[src/rtl/pip_hazard_ctrl_pkg.sv]
// Shared types for the pipeline hazard controller: FSM state, control bundle, register constants.
package pip_hazard_ctrl_pkg;

  localparam int unsigned REG_IDX_W  = 5;
  localparam int unsigned FLUSH_CW   = 3;

  localparam logic [REG_IDX_W-1:0] REG_ZERO = 5'd0;

  typedef enum logic {
    HZ_RUN       = 1'b0,
    HZ_DMEM_WAIT = 1'b1
  } hz_state_t;

  typedef struct packed {
    logic pc_we;
    logic fd_we;
    logic de_we;
    logic em_we;
    logic mw_we;
    logic fd_bubble;
    logic de_bubble;
    logic mw_bubble;
    logic imem_kill;
  } hz_ctrl_t;

  // Free-running pipeline: every register advances, nothing squashed.
  localparam hz_ctrl_t HZ_CTRL_RUN = '{
    pc_we:     1'b1,
    fd_we:     1'b1,
    de_we:     1'b1,
    em_we:     1'b1,
    mw_we:     1'b1,
    fd_bubble: 1'b0,
    de_bubble: 1'b0,
    mw_bubble: 1'b0,
    imem_kill: 1'b0
  };

endpackage

[src/rtl/pip_hazard_ctrl_sat_counter.sv]
// Saturating up-counter with synchronous clear; holds at all-ones instead of wrapping.
module hz_sat_counter #(
  parameter int unsigned W = 32
) (
  input  logic         clk,
  input  logic         clr,
  input  logic         inc,
  output logic [W-1:0] cnt
);

  always_ff @(posedge clk) begin
    if (clr) begin
      cnt <= '0;
    end else if (inc && (cnt != {W{1'b1}})) begin
      cnt <= cnt + W'(1);
    end
  end

endmodule

[src/rtl/pip_hazard_ctrl.sv]
// Pipeline hazard control: register enables, bubble selects, stale-fetch discard and perf counters.
module pip_hazard_ctrl
  import pip_hazard_ctrl_pkg::*;
#(
  parameter int unsigned CNT_W      = 32,
  parameter int unsigned FLUSH_RESP = 1
) (
  input  logic                 clk,
  input  logic                 rst,
  input  logic [REG_IDX_W-1:0] i_id_rs1,
  input  logic [REG_IDX_W-1:0] i_id_rs2,
  input  logic                 i_id_rs1_used,
  input  logic                 i_id_rs2_used,
  input  logic                 i_ex_valid,
  input  logic [REG_IDX_W-1:0] i_ex_rd,
  input  logic                 i_ex_is_load,
  input  logic                 i_ex_redirect,
  input  logic                 i_imem_valid,
  input  logic                 i_mem_req,
  input  logic                 i_dmem_ready,
  output logic                 o_pc_write_en,
  output logic                 o_fet_dec_write_en,
  output logic                 o_dec_exe_write_en,
  output logic                 o_exe_mem_write_en,
  output logic                 o_mem_wb_write_en,
  output logic                 o_fet_dec_bubble,
  output logic                 o_dec_exe_bubble,
  output logic                 o_mem_wb_bubble,
  output logic                 o_imem_kill,
  output logic [CNT_W-1:0]     o_stall_cnt,
  output logic [CNT_W-1:0]     o_flush_cnt
);

  localparam logic [FLUSH_CW-1:0] FLUSH_LOAD = FLUSH_CW'(FLUSH_RESP);

  hz_state_t           state, state_nxt;
  logic [FLUSH_CW-1:0] flush_left, flush_nxt;
  hz_ctrl_t            ctrl;
  logic                flush_inc;
  logic                stall_inc;

  logic dmem_stall, redirect, rs1_hit, rs2_hit, load_use, stale_fetch;

  assign dmem_stall  = i_mem_req && !i_dmem_ready;
  assign redirect    = i_ex_valid && i_ex_redirect;
  assign rs1_hit     = i_id_rs1_used && (i_id_rs1 == i_ex_rd);
  assign rs2_hit     = i_id_rs2_used && (i_id_rs2 == i_ex_rd);
  assign load_use    = i_ex_valid && i_ex_is_load && (i_ex_rd != REG_ZERO) && (rs1_hit || rs2_hit);
  assign stale_fetch = (flush_left != '0) && i_imem_valid;

  // State and discard-count registers
  always_ff @(posedge clk) begin
    if (rst) begin
      state      <= HZ_RUN;
      flush_left <= '0;
    end else begin
      state      <= state_nxt;
      flush_left <= flush_nxt;
    end
  end

  // Next-state and prioritised control decode; earlier hazards freeze later ones
  always_comb begin
    ctrl      = HZ_CTRL_RUN;
    state_nxt = state;
    flush_nxt = flush_left;
    flush_inc = 1'b0;

    unique case (state)
      HZ_RUN:       if (dmem_stall)  state_nxt = HZ_DMEM_WAIT;
      HZ_DMEM_WAIT: if (!dmem_stall) state_nxt = HZ_RUN;
      default:      state_nxt = HZ_RUN;
    endcase

    if (dmem_stall) begin
      ctrl.pc_we     = 1'b0;
      ctrl.fd_we     = 1'b0;
      ctrl.de_we     = 1'b0;
      ctrl.em_we     = 1'b0;
      ctrl.mw_bubble = 1'b1;
    end else if (redirect) begin
      ctrl.fd_bubble = 1'b1;
      ctrl.de_bubble = 1'b1;
      flush_nxt      = FLUSH_LOAD;
      flush_inc      = 1'b1;
    end else if (load_use) begin
      ctrl.pc_we     = 1'b0;
      ctrl.fd_we     = 1'b0;
      ctrl.de_bubble = 1'b1;
    end else if (stale_fetch) begin
      ctrl.imem_kill = 1'b1;
      ctrl.pc_we     = 1'b0;
      ctrl.fd_bubble = 1'b1;
      flush_nxt      = flush_left - FLUSH_CW'(1);
    end else if (!i_imem_valid) begin
      ctrl.pc_we     = 1'b0;
      ctrl.fd_bubble = 1'b1;
    end

    if (rst) begin
      ctrl      = '0;
      flush_inc = 1'b0;
    end
  end

  assign stall_inc = !rst && !ctrl.pc_we;

  assign o_pc_write_en      = ctrl.pc_we;
  assign o_fet_dec_write_en = ctrl.fd_we;
  assign o_dec_exe_write_en = ctrl.de_we;
  assign o_exe_mem_write_en = ctrl.em_we;
  assign o_mem_wb_write_en  = ctrl.mw_we;
  assign o_fet_dec_bubble   = ctrl.fd_bubble;
  assign o_dec_exe_bubble   = ctrl.de_bubble;
  assign o_mem_wb_bubble    = ctrl.mw_bubble;
  assign o_imem_kill        = ctrl.imem_kill;

  hz_sat_counter #(.W(CNT_W)) u_stall_cnt (
    .clk (clk),
    .clr (rst),
    .inc (stall_inc),
    .cnt (o_stall_cnt)
  );

  hz_sat_counter #(.W(CNT_W)) u_flush_cnt (
    .clk (clk),
    .clr (rst),
    .inc (flush_inc),
    .cnt (o_flush_cnt)
  );

endmodule

[config.mk]
export PLATFORM = sky130hd
export DESIGN_NAME = pip_hazard_ctrl
export DESIGN_NICKNAME = d
export VERILOG_FILES = /design/src/rtl/pip_hazard_ctrl_pkg.sv /design/src/rtl/pip_hazard_ctrl_sat_counter.sv /design/src/rtl/pip_hazard_ctrl.sv
export SDC_FILE = /design/constraint.sdc
export NUM_CORES = 1
export LEC_CHECK = 0
export CAP_MARGIN = 10
export CORE_MARGIN = 2
export CORE_UTILIZATION = 45
export DETAILED_ROUTE_END_ITERATION = 10
export PLACE_DENSITY = 0.77
export SETUP_SLACK_MARGIN = 0.2
export SLEW_MARGIN = 5
export SYNTH_ARGS = -nofsm -noshare
export SYNTH_HDL_FRONTEND = slang
export SYNTH_SLANG_ARGS = --single-unit
[constraint.sdc]
create_clock -name clk -period 3 [get_ports clk]
set_input_delay 0.3 -clock clk [delete_from_list [all_inputs] [get_ports clk]]
set_output_delay 0.3 -clock clk [all_outputs]
set_load 0.005 [all_outputs]
==> results of run 1 <==
-- worst max path at each step --
stage | startpoint | endpoint | slack (ns)
floorplan | u_stall_cnt.cnt[0] | u_stall_cnt.cnt[15] | 0.80
global placement | i_ex_rd[1] | o_pc_write_en | 0.21
detailed placement | i_ex_rd[1] | u_stall_cnt.cnt[15] | 0.15
CTS | i_ex_rd[1] | o_pc_write_en | 0.28
global route | i_ex_rd[3] | o_pc_write_en | 0.25
finish | i_ex_rd[3] | o_pc_write_en | 0.34
-- tightest hold or removal path, stage by stage --
cell and delay, ns:
buf_2 0.11, nor3_1 0.10, nand3_1 0.10, a21oi_1 0.06
-- area by class of cell --
class	instances	area [sq um]	share of cell area
Tap cell	102	127.6	0.02686
Clock buffer	13	148.9	0.03133
Antenna cell	1	2.502	0.0005266
Multi-Input combinational cell	337	2062	0.4339
Timing Repair Buffer	102	1021	0.2148
Sequential cell	67	1341	0.2823
Inverter	13	48.80	0.01027
-- metal layers --
metal	global-route usage	wire (um)	vias to the layer above
li1	-	-	1706
met1	0.2576	3830	1556
met2	0.3625	4159	104
met3	0.06428	590	4
met4	0.04353	21	0
met5	0	0	-
-- power groups by stage --
stage	Clock (uW)	Sequential, uW	Combinational [uW]
2_1_floorplan	0	934	114
3_3_place_gp	0	936	196
3_5_place_dp	0	936	200
4_1_cts	628	916	204
5_1_grt	668	918	224
6_report	615	916	203
-- kinds of logic (layout without fill, tap and decap cells) --
group,count (synthesis),count (layout),share of synthesized area
multiplexers,3,3,0.01028
adder cells (fa/ha/maj),4,4,0.01418
flip-flops,67,67,0.3801
AND/OR/NAND/NOR,227,227,0.3394
buffers and inverters,25,128,0.03546
other,0,1,0
XOR/XNOR,55,55,0.1365
AO/OA/AOI/OAI,48,48,0.08404
-- cell usage after synthesis, types with 3 or more instances --
library cell / instances / area [sq um]
a21oi_1: 17 / 85.08
and2_1: 6 / 37.54
and3_1: 4 / 25.02
and4_1: 7 / 61.31
clkbuf_1: 5 / 18.77
dfxtp_1: 67 / 1341
ha_1: 4 / 50.05
inv_1: 13 / 48.80
nand2_1: 39 / 146.4
nand3_1: 20 / 100.1
nand3b_1: 4 / 30.03
nand4_1: 19 / 118.9
nor2_1: 66 / 247.7
nor2b_1: 3 / 18.77
nor3_1: 15 / 75.07
nor4_1: 10 / 62.56
o21a_1: 3 / 22.52
o21ai_0: 14 / 70.07
or3_1: 13 / 81.33
xnor2_1: 39 / 341.6
xor2_1: 16 / 140.1
-- stage by stage --
stage	instances	instance area (sq um)	hold slack (ns)
after floorplan	429	3528	0.4319
after global placement	620	4588	0.4398
after detailed placement	620	4588	0.4516
after CTS	634	4745	0.3690
after global routing	634	4750	0.4052
final	635	4752	0.3864
-- sequential cells by signal (all words and copies together) (netlist names) --
register and flops:
flush_left 3, u_stall_cnt.cnt 32, u_flush_cnt.cnt 32
-- timing repair --
item,CTS,global route
hold buffers,0,0
pin swaps,1,0
setup endpoints to repair,1,1
resized for setup,0,2
setup buffers,1,0
hold endpoints to repair,0,0
==> results.md, run 1 <==
* Status: complete, no violations
* Final period util at 0.8868
* Final Skew at 0.009679 ns
* Hold Path End: u_flush_cnt.cnt[1]
* Area growth from synthesis to layout at 34.68%
* Ports at 98
* Finished Core Util at 0.6214
* Critical Path RT at 2.70 ns
* Die Y at 92.55 um
* Port Buffers at 97
* Worst path depth at 7
* Comb pwr share at 0.117
* Seq cells post-synth at 67
* CTS buffer count at 9
* Worst ir drop on vdd at 0.3096 mV
* Post-DP HPWL at 6411 um
* Row Count at 32
* Nets at 559
* Sw frac at 0.2400
* Initial antenna violation count at 0
* Initial drt markers at 150
* Vias in the first global route at 3306
* Crit path DAT at 2.36 ns
* Worst path max stage delay at 0.51 ns
* Max FO, Critical Path at 3
* Post-synth EDFFs at 0
* Die Area at 8566 sq um
* Worst Hold Depth at 4
* Drt drc at 0
* Global-route wire length before repair at 14840 um
* Most frequent CP cell: clkdlybuf4s50_1
* Crit path time final at 2.660 ns
* TNS Setup at 0 ns
* Clk buf depth at 2
* Final WL at 8603 um
* Most common cell after layout, fill and taps aside: clkdlybuf4s50_1
* Synth Instances at 429
* CP Launch Type: input pin
* Most used flip-flop cell after synthesis: dfxtp_1
* Setup Viol. Count Final at 0
* Synthesized net count at 458
* Cell area power density at 365.1 nW/um^2
* Core Area at 7647 sq um
* Worst relative slew slack at 0.6375
* Clock sink count at 67
* Fillers at 654
* Routed vias/inst at 5.307
* Critical-path top delay cell: clkdlybuf4s50_1
* Routed vias at 3370
* Int Pwr at 1319 uW
* Final ANT Viol Nets at 0
* Worst Path Buf+Inv at 2
* Lkg Pwr at 0.001561 uW
* Slew at the pin closest to its max-slew limit at 0.5414 ns
* Worst r2r src: u_stall_cnt.cnt[1]
* Mean Syn Cell Area at 8.225 sq um
* Reg2reg path depth at 7
* Initial DRT Pass Iterations at 4
* Fmax at 375.9 MHz
* Worst-path clk slew at 0.07 ns
* Clock share of power at 0.355
* Later-pin clock latency in the skew report at 0.33 ns
* Hold path start: rst
* Largest net degree at the start of global routing at 49
* Routed WL per cell at 13.55 um
* CTS Root Cell: clkbuf_8
* Max-cap violations at 0
* Worst Setup End Kind: primary output
* R2r endpoint: u_stall_cnt.cnt[15]
* Starting density of the core at 0.4614
* Die X at 92.55 um
* Critical path class: input pin to primary output
* FFs w/ async S/R, synth at 0
* CTS HTree Levels at 3
* Min-delay worst type: input pin to flop
* Cells along the critical path: clkdlybuf4s50_1 -> or3_1 -> o311a_1 -> and2b_1 -> a21oi_2 -> and2_1 -> clkdlybuf4s50_1
* Flop pwr share at 0.528
* Layout cells sized above 1 at 0.06203
* Pwr Total at 1735 uW
* Commonest cells after routing, fill and taps aside: 94 x clkdlybuf4s50_1, 67 x dfxtp_1, 66 x nor2_1
* Seq/Total Area, Yosys at 0.3801
* CTS tree: done
* Unique masters post-synth at 55
* Reg2Reg Setup Slack at 0.52 ns
* Gr usage total at 0.2098
* Ys Warns at 0
* RSZ-0062 raised after global routing: no
* Final Max Tran Viols at 0
* Switching pwr at 416.4 uW
* Overflow after GRT at 0
* Final hold violations at 0
* GP Congestion at 0.9006
* CP delay by family, top: buffers and inverters
* Pre-CTS setup slack at 0.1531 ns
* Cell area after synthesis at 3528 sq um
* PnR worst setup slack at 0.3397 ns
(Power assumes the default switching activity.)
==> inputs of run 2 (changes only) <==
==> constraint.sdc (replaced) <==
create_clock -name clk -period 3 [get_ports clk]
set_input_delay 0.6 -clock clk [delete_from_list [all_inputs] [get_ports clk]]
set_output_delay 0.6 -clock clk [all_outputs]
set_load 0.005 [all_outputs]
==> run 2 against run 1 <==
Worst setup slack got worse by 0.054 ns. Count of clock-buffer cells in the layout is 4 lower. Cell area up 3.3%. Maximum frequency is 2.0% lower. Global-route usage barely moved. Combinational power about the same. Sequential cell count stayed put. Cell count rose by 2.4%. Routed wire length is 1.2% higher. Sequential share of layout area decreased by 0.89 points. Critical path depth is the same. First-iteration DRC count fell by 8.7%. Critical path type unchanged. Largest cell class unchanged. Largest power group unchanged.
==> results.md, run 2 (synthesis gave the netlist of run 1 again) <==
* Status: complete, no violations
* Final cell count without fillers at 650 (+2.4%)
* Drt drc at 0 (unchanged)
* CP Launch Type: input pin
* Crit path time final at 2.714 ns (+0.05410 ns)
* Starting density of the core at 0.4614 (unchanged)
* # diodes at 0 (-1)
* Worst Setup End Kind: primary output
* Routed vias at 3433 (+1.9%)
* CP delay by family, top: simple AND/OR/NAND/NOR gates
* Final ANT Viol Nets at 0 (unchanged)
* Initial DRT Pass Iterations at 4 (unchanged)
* Later-pin clock latency in the skew report at 0.35 ns (+0.02 ns)
* TNS Setup at 0 ns (unchanged)
* Layout cells sized above 1 at 0.1022 (+0.04016)
* Cells along the critical path: dlygate4sd2_1 -> or3_1 -> o311a_1 -> nand2_2 -> nand2_1 -> and2_1 -> dlygate4sd2_1
* Worst path max stage delay at 0.37 ns (-0.14 ns)
* Clock sink count at 67 (unchanged)
* Setup Viol. Count Final at 0 (unchanged)
* GR Layer Usage met2 at 0.3491 (-0.01338)
* CTS tree: done
* Max-cap violations at 0 (unchanged)
* RSZ-0062 raised after global routing: no
* Placed instance count at 632 (+1.9%)
* CTS Root Cell: clkbuf_8
* Overflow after GRT at 0 (unchanged)
* Worst-path clk slew at 0.07 ns (about the same)
* Routed WL per cell at 13.40 um (-1.1%)
* Slew at the pin closest to its max-slew limit at 0.5261 ns (-0.01527 ns)
* Hold-fix buffers, CTS at 0 (unchanged)
* Initial drt markers at 137 (-8.7%)
* Max FO, Critical Path at 3 (unchanged)
* Critical Path RT at 2.40 ns (-0.30 ns)
* Most frequent CP cell: dlygate4sd2_1
* Row Count at 32 (unchanged)
* Crit path DAT at 2.11 ns (-0.25 ns)
* Die Area at 8566 sq um (unchanged)
* Lkg Pwr at 0.001699 uW (+8.9%)
* Largest registers: u_flush_cnt.cnt: 32 flops, u_stall_cnt.cnt: 32 flops, flush_left: 3 flops
* Worst Path Buf+Inv at 2 (unchanged)
* Gr usage total at 0.2095 (-0.0002446)
* Area growth from synthesis to layout at 39.08%
* GP Congestion at 0.9161 (+1.7%)
* CTS HTree Levels at 3 (unchanged)
* Global-route wire length before repair at 14580 um (-1.8%)
* Final period util at 0.9048 (+0.01803)
* Port Buffers at 97 (unchanged)
* Busiest layer in global routing: met2
* Worst ir drop on vdd at 0.2987 mV (-3.5%)
* Routed vias/inst at 5.282 (-0.48%)
* M3 GR Usage at 0.06103 (-0.003255)
* Final hold violations at 0 (unchanged)
* Hold WS at 0.4545 ns (+0.06812 ns)
* Die Y at 92.55 um (unchanged)
* Nets at 572 (+2.3%)
* Final Max Tran Viols at 0 (unchanged)
* Most common cell after layout, fill and taps aside: clkdlybuf4s50_1
* Vias in the first global route at 3231 (-2.3%)
* Met1 Usage GRT at 0.2553 (-0.002292)
* Die X at 92.55 um (unchanged)
* Critical-path top delay cell: or3_1
* Commonest cells after routing, fill and taps aside: 83 x clkdlybuf4s50_1, 67 x dfxtp_1, 66 x nor2_1
* Ports at 98 (unchanged)
* Clk buf depth at 2 (unchanged)
* Finished Core Util at 0.6417 (+0.02029)
* Largest net degree at the start of global routing at 42 (-14%)
* Min-delay worst type: flop to flop
* Initial antenna violation count at 0 (unchanged)
* Worst relative slew slack at 0.6477 (+0.01023)
* Final WL at 8709 um (+1.2%)
* Fmax at 368.4 MHz (-2.0%)
* Core Area at 7647 sq um (unchanged)
* Cell area power density at 394.7 nW/um^2 (+8.1%)
* Final Skew at 0.01281 ns (+0.003131 ns)
* Critical path class: input pin to primary output
* Post-DP HPWL at 6452 um (+0.64%)
* CTS buffer count at 9 (unchanged)
[run 2: stage by stage]
| step | area (sq um) | power, uW | setup slack (ns) |
|---|---|---|---|
| 2_1_floorplan | 3528 | 1047 | 0.3887 |
| 3_3_place_gp | 4666 | 1136 | -0.2521 |
| 3_5_place_dp | 4666 | 1142 | -0.2792 |
| 6_report | 4907 | 1937 | 0.2856 |
| 4_1_cts | 4897 | 1961 | 0.1715 |
| 5_1_grt | 4907 | 2024 | 0.2043 |
[run 2: per-layer routing]
metal  wire (um)  vias to the layer above
li1            -                     1730
met1        3862                     1587
met2        4166                      105
met3         588                       11
met4          91                        0
met5           0                        -
[run 2: area by class of cell]
cell class / count / area, sq um
fill: 668 / 2740
multi-input combinational: 337 / 2079
sequential: 67 / 1341
timing repair buffer: 115 / 1094
tap: 102 / 127.6
clock buffer: 9 / 123.9
clock inverter: 7 / 92.59
inverter: 13 / 48.80
[run 2: tightest hold or removal path, stage by stage, from the launching register on]
cell and delay (ns):
dfxtp_1 0.31, nand2_1 0.05, a21oi_1 0.05
[run 2: timing repair]
action                     in CTS  in global routing
setup endpoints to repair       8                  6
gates cloned                    0                  0
setup buffers                   2                  0
pin swaps                       4                 10
gates resized for setup        14                  7
[run 2: worst paths after layout]
path / endpoint / start / slack [ns] / depth (start not counted)
max: o_dec_exe_bubble / i_ex_rd[1] / 0.29 / 7
min: flush_left[1] / flush_left[1] / 0.45 / 2
min reg2reg: flush_left[1] / flush_left[1] / 0.45 / 2
max reg2reg: u_stall_cnt.cnt[21] / u_stall_cnt.cnt[0] / 0.65 / 7
[run 2: report_power, final]
group          switching [uW]  internal (uW)
Clock                     351            466
Combinational            98.5            105
Sequential               15.3            901
